==> src/rtl/gcd_host.sv <==
// GCD job host: queues operand pairs, sequences an external GCD core through
// LOAD/RUN, enforces a per-job cycle budget and holds each result until accepted.
module gcd_host #(
    parameter int          FIFO_DEPTH = 4,
    parameter logic [16:0] TIMEOUT    = 17'd70000
) (
    input  logic        clk,
    input  logic        rst,
    input  logic        in_valid,
    input  logic [15:0] in_x,
    input  logic [15:0] in_y,
    output logic        in_ready,
    output logic [15:0] core_xi,
    output logic [15:0] core_yi,
    output logic        core_run,
    input  logic [15:0] core_xo,
    input  logic        core_rdy,
    output logic        out_valid,
    input  logic        out_ready,
    output logic [15:0] out_x,
    output logic [15:0] out_y,
    output logic [15:0] out_gcd,
    output logic [16:0] out_cycles,
    output logic        out_err,
    output logic [1:0]  o_dbg_state
);

    localparam int AW = $clog2(FIFO_DEPTH);
    localparam logic [AW:0] PTR_ONE = 1;

    localparam logic [1:0] S_IDLE = 2'd0;
    localparam logic [1:0] S_LOAD = 2'd1;
    localparam logic [1:0] S_RUN  = 2'd2;
    localparam logic [1:0] S_DONE = 2'd3;

    logic [1:0]  r_state;
    logic [AW:0] r_wr_ptr;
    logic [AW:0] r_rd_ptr;
    logic [31:0] r_mem [FIFO_DEPTH];
    logic [15:0] r_core_xi;
    logic [15:0] r_core_yi;
    logic [15:0] r_out_x;
    logic [15:0] r_out_y;
    logic [15:0] r_out_gcd;
    logic [16:0] r_out_cycles;
    logic        r_out_err;
    logic [16:0] r_cnt;

    logic        w_full;
    logic        w_empty;
    logic        w_push;
    logic        w_pop;
    logic [31:0] w_head;

    // Both ports use valid/ready: a transfer happens on a rising edge where
    // valid and ready are both 1; valid is held with stable data until then.
    // in_ready derives only from the pointers, never from this cycle's pop.
    assign w_full  = (r_wr_ptr[AW] != r_rd_ptr[AW]) &&
                     (r_wr_ptr[AW-1:0] == r_rd_ptr[AW-1:0]);
    assign w_empty = (r_wr_ptr == r_rd_ptr);
    assign w_push  = in_valid && !w_full;
    assign w_pop   = (r_state == S_IDLE) && !w_empty;
    assign w_head  = r_mem[r_rd_ptr[AW-1:0]];

    assign in_ready    = !w_full;
    assign core_xi     = r_core_xi;
    assign core_yi     = r_core_yi;
    assign core_run    = (r_state == S_RUN);
    assign out_valid   = (r_state == S_DONE);
    assign out_x       = r_out_x;
    assign out_y       = r_out_y;
    assign out_gcd     = r_out_gcd;
    assign out_cycles  = r_out_cycles;
    assign out_err     = r_out_err;
    assign o_dbg_state = r_state;

    always_ff @(posedge clk) begin
        if (w_push) begin
            r_mem[r_wr_ptr[AW-1:0]] <= {in_x, in_y};
        end
    end

    always_ff @(posedge clk or negedge rst) begin
        if (!rst) begin
            r_wr_ptr <= '0;
            r_rd_ptr <= '0;
        end else begin
            if (w_push) begin
                r_wr_ptr <= r_wr_ptr + PTR_ONE;
            end
            if (w_pop) begin
                r_rd_ptr <= r_rd_ptr + PTR_ONE;
            end
        end
    end

    always_ff @(posedge clk or negedge rst) begin
        if (!rst) begin
            r_state      <= S_IDLE;
            r_core_xi    <= '0;
            r_core_yi    <= '0;
            r_out_x      <= '0;
            r_out_y      <= '0;
            r_out_gcd    <= '0;
            r_out_cycles <= '0;
            r_out_err    <= 1'b0;
            r_cnt        <= '0;
        end else begin
            case (r_state)
                S_IDLE: begin
                    if (w_pop) begin
                        r_core_xi <= w_head[31:16];
                        r_core_yi <= w_head[15:0];
                        r_out_x   <= w_head[31:16];
                        r_out_y   <= w_head[15:0];
                        r_state   <= S_LOAD;
                    end
                end
                S_LOAD: begin
                    r_cnt   <= 17'd1;
                    r_state <= S_RUN;
                end
                S_RUN: begin
                    // A result arriving on the timeout cycle still counts.
                    if (core_rdy) begin
                        r_out_gcd    <= core_xo;
                        r_out_cycles <= r_cnt;
                        r_out_err    <= 1'b0;
                        r_state      <= S_DONE;
                    end else if (r_cnt == TIMEOUT) begin
                        r_out_gcd    <= '0;
                        r_out_cycles <= TIMEOUT;
                        r_out_err    <= 1'b1;
                        r_state      <= S_DONE;
                    end else begin
                        r_cnt <= r_cnt + 17'd1;
                    end
                end
                default: begin
                    if (out_ready) begin
                        r_state <= S_IDLE;
                    end
                end
            endcase
        end
    end

endmodule

==> config.mk <==
export PLATFORM = sky130hd
export DESIGN_NAME = gcd_host
export DESIGN_NICKNAME = d
export VERILOG_FILES = /design/src/rtl/gcd_host.sv
export SDC_FILE = /design/constraint.sdc
export NUM_CORES = 1
export LEC_CHECK = 0
export CORE_UTILIZATION = 23
export DETAILED_ROUTE_END_ITERATION = 10
export SLEW_MARGIN = 30
export SYNTH_ARGS = -nofsm -noshare
export SYNTH_HDL_FRONTEND = slang
export SYNTH_SLANG_ARGS = --single-unit
==> constraint.sdc <==
create_clock -name clk -period 2.7 [get_ports clk]
set_clock_uncertainty 0.05 [all_clocks]
set_input_delay 0.27 -clock clk [delete_from_list [all_inputs] [get_ports clk]]
set_output_delay 0.27 -clock clk [all_outputs]
set_load 0.005 [all_outputs]
==> impl_summary.md <==
Run
The max capacitance violation total is 0.

Timing
For this run, the top clock speed supported by timing is around 400 MHz. Setup repair after global routing left no endpoint under its margin. The post-layout worst setup margin is around 0.22 ns.

The clock period could shrink to ~2.5 ns. For the final routed database, the setup TNS stands at 0 ns. The final number of hold-violating endpoints is 0.

Headroom to the max-slew limit came out at 0.527. The final cycle utilization of the critical path is 0.919. The number of slew-limit violations in the final report is 0.

The slew of the pin with the lowest slew margin is about 0.7 ns. Setup violations remaining at the end of the flow were counted as 0.

CTS
The post-cts repair resize count is 0. The clock passes through at most 3 buffers. TritonCTS built the clock tree. The number of H-tree levels is 1. The number of setup buffers added after CTS is 0. The clock tree root driver cell is clkbuf_16. Clock tree synthesis found a total of ~220 sinks. Clock-pin slew was measured on the worst setup and hold paths at approximately 0.06 ns.

The number of clock buffers inserted by TritonCTS is 25. The number of hold buffers added after CTS was 1. The insertion delay to the later sink of the worst-skew pair is between 0.5 and 0.6 ns.

Finish
The post-route cell area is about 0.012 mm2. In the final layout, the share of cells above drive strength 1 is 0.206. After filler insertion, the fill cell instance count of the layout stands at approximately 3800.

The area used by multi-input combinational logic is roughly 0.0023 mm2. For this run, the share of the core covered by cells in the final layout is 0.310. The count of nets after finishing is 736. The register area is about 0.006 mm2.

The layout overhead on the synthesized area is 32.9%.

Setup path
The kind of start point of the critical path is a register. The critical-path cell with the highest stage delay is or4bb_1. The worst setup path is of the reg -> reg kind. The last element of the critical path is o_dbg_state[0]. Tracing the worst setup path back leads to its startpoint at r_cnt[0].

Counting both buffers and inverters, the worst setup path holds a total of 2. The launch point of the worst reg-to-reg path is r_cnt[0]. STA puts the critical path data arrival time at 2.84 ns. The worst register-to-register path has a depth of 8. The category of the worst setup path capture point is a register. The critical path crosses 8 cells after its start point.

Setup slack on the worst reg-to-reg path comes out at between 0.2 and 0.25 ns. In this run the critical register-to-register path is captured at o_dbg_state[0]. Traced cell by cell, the critical path runs through inv_1, ha_1, or4bb_1, nor4_4, buf_4, nor2_2, or4_1, o311ai_1. The biggest cell delay along the critical path is 0.53 ns. The gate family responsible for the most delay along the worst path is simple AND/OR/NAND/NOR gates. The data required time of the critical path is about 3.1 ns. The biggest fanout along the worst timing path is 6.

Logic synthesis
The cell count after synthesis is 519. Of the total synthesized cell area, the portion taken by AND, OR, NAND and NOR gates is 0.0480. In the synthesized netlist the dominant register cell turns out to be edfxtp_1. The synthesized design contains about 130 enable-type register cells. The Yosys step of the flow raised 0 warnings. The net count after synthesis is 584. The compound-cell area share of the yosys netlist is 0.0625.

The sequential share of the synthesized area is 0.696. The post-synthesis cell type count is 54. By area the synthesized netlist is led by edfxtp_1 (44%), dfrtp_1 (26%), mux4_2 (8.2%).

The synthesis-stage register bit count is approximately 220. The share of cell area taken by muxes after synthesis is 0.127. Of the total synthesized cell area, the portion taken by XOR and XNOR cells is 0.00697. The mean cell area of the mapped netlist is 16.9 um2. The async set or reset register ratio after synthesis is 0.416. The largest family of logic cells by synthesized area is multiplexers. Of the total synthesized cell area, the portion taken by full adders, half adders and majority gates is 0.0171. The share of synthesized area in the top cell type comes to 0.437. Summed over all instances, the cell type with the most area after synthesis is edfxtp_1. The post-synthesis cell area is 0.00879 mm2.

Place
Detailed placement ended at an HPWL of approximately 13000 um. The placed cell area is 0.0109 mm2. Before CTS, the worst setup slack after placement is 0.232 ns.

The global placer's final weighted congestion is between 0.8 and 0.9. The count of port buffers added during placement is ~160.

Pwr
The share of total power dissipated in sequential elements is 0.387. Of the total power, the share spent switching nets is 0.297. VDD sags by at most approximately 550 uV. Power spread over the standard cell area amounts to 1130 mW/mm2. The internal cell power is 9.26 mW. The analysis attributes to cell leakage a power of around 4.3 nW.

The share of total power dissipated in the clock network is 0.245. Of the total power, combinational logic draws 0.367. The net switching power is 3.91 mW.

Drt
Once detail routing completed, the nets flagged for antenna violations numbered 0. The DRC violation count after routing is 0. The iteration count of the initial detailed-routing pass is 4. The initial DRC count is 185. For this block, the routed nets add up to 19500 um of wire. The count of vias placed by the detailed router is about 5000.

Dividing the detail-routed wire length by the instance count gives 16.2 um. Using the TritonRoute via totals, the vias-per-cell ratio works out to between 4 and 5.

Die
The core footprint is 0.0377 mm2. The initialized floorplan defines a little over 70 standard-cell rows. In this run the vertical extent of the chip is 198 um.

The die covers between 0.03 and 0.04 mm2. For this configuration, the core starts out at a cell density of 0.233. The floorplan step set the die width to between 150 and 200 um.

The number of ports placed on the die boundary is between 150 and 200.

Global routing
Entering global routing, the biggest net connects 46 pins. The global-route wire length before repair is around 30000 um. The initial antenna violation count is 1. The final global-route overflow total is 0.

The total global-route track usage is 0.0999. The via count of the first global-routing pass is between 5000 and 6000.

Min path
The tightest min-delay check is of the in -> async type.

Outcome
The run finished with clean final reports.
[kinds of logic (layout without fill, tap and decap cells)]
| logic type | after synthesis | count (layout) |
|---|---|---|
| DFF | 219 | 219 |
| and+or+nand+nor | 75 | 75 |
| AOI/OAI and AO/OA | 73 | 73 |
| muxes | 67 | 67 |
| buffers and inverters | 66 | 237 |
| adders and majority gates | 12 | 12 |
| xor gates and xnor gates | 7 | 7 |
| other | 0 | 1 |
[power by group through the flow]
stage | Clock [mW] | Sequential, mW | Combinational (mW)
2_1_floorplan | 0 | 5.08 | 2.78
3_3_place_gp | 0 | 5.15 | 4.90
3_5_place_dp | 0 | 5.20 | 4.93
4_1_cts | 3.36 | 5.14 | 4.97
5_1_grt | 3.49 | 5.23 | 5.28
6_report | 3.23 | 5.10 | 4.83
[synthesized netlist by cell type, types with 2 or more instances]
cell      instances
and2_1            4
ha_1             12
buf_4            32
or4_1             3
o31ai_1           5
o21a_1            2
o211ai_1          3
mux2_2           34
mux4_2           32
o21ai_0          12
buf_1             5
xor2_1            5
a22o_1           26
o311ai_0          3
nand3_1          10
xnor2_1           2
nand4b_1          2
o22a_1            6
nand2_1          24
edfxtp_1        128
nand4_1           2
a21oi_1           7
inv_1            11
dfrtp_1          91
and3_1            2
nor3_1            3
buf_2             5
clkbuf_1         13
nor2_1            8
nor4_1            3
[registers in the layout (all words and copies together), names as in the netlist]
name	cells
o_dbg_state	2
out_x	16
out_gcd	16
r_cnt	17
r_mem	128
out_err	1
out_cycles	17
out_y	16
r_rd_ptr	3
r_wr_ptr	3
[placed cells by master, fill, tap and decap left out, types with 4 or more instances in the layout]
cell type	instances
a21oi_1	7
a22o_1	26
and2_2	4
buf_4	23
clkbuf_1	5
clkbuf_16	25
clkdlybuf4s50_1	154
clkinv_2	4
dfrtp_1	89
edfxtp_1	128
ha_1	12
inv_1	11
mux2_2	34
mux4_2	32
nand2_1	24
nand3_1	10
nor2_1	8
o21ai_0	12
o22a_1	6
o31ai_1	5
xor2_1	5
[per-stage QoR]
step | power, mW | std cells | hold WS, ns
after CTS | 13.5 | 1201 | 0.290
after detailed placement | 10.1 | 1154 | 0.303
after global routing | 14.0 | 1201 | 0.292
after global placement | 10.0 | 1154 | 0.284
final | 13.2 | 1202 | 0.279
after floorplan | 7.86 | 519 | -0.0756
[worst reg2reg max path: cells and delay by family (launching register included)]
family | cells | cell delay (ns)
buffers and inverters | 2 | 0.28
AO/OA/AOI/OAI | 1 | 0.10
flip-flops | 1 | 0.42
adder cells (fa/ha/maj) | 1 | 0.15
AND/OR/NAND/NOR | 4 | 1.38
[per-layer routing]
metal	share of wire	global-route usage
met1	0.43	0.124
met2	0.49	0.174
met3	0.058	0.0253
met5	0.00067	0
met4	0.020	0.0215
[layout make-up]
cell class,instances,area share
clock inverters,13,0.00985
flip-flops and latches,219,0.524
well taps,511,0.0547
multi-input cells,234,0.198
inverters,11,0.00353
repair buffers,180,0.151
diodes,1,0.000214
clock buffers,33,0.0587
[how the worst min path moves through the flow]
| stage | startpoint | end | slack (ns) | cells past startpoint |
|---|---|---|---|---|
| after floorplan | rst | o_dbg_state[0] | -0.08 | 0 |
| after global placement | rst | out_gcd[7] | 0.28 | 1 |
| after detailed placement | rst | out_gcd[7] | 0.30 | 1 |
| after CTS | core_xo[6] | out_gcd[6] | 0.29 | 2 |
| after global routing | in_y[4] | r_mem[2][4] | 0.29 | 1 |
| final | rst | out_gcd[7] | 0.28 | 2 |
(Power assumes the default switching activity.)
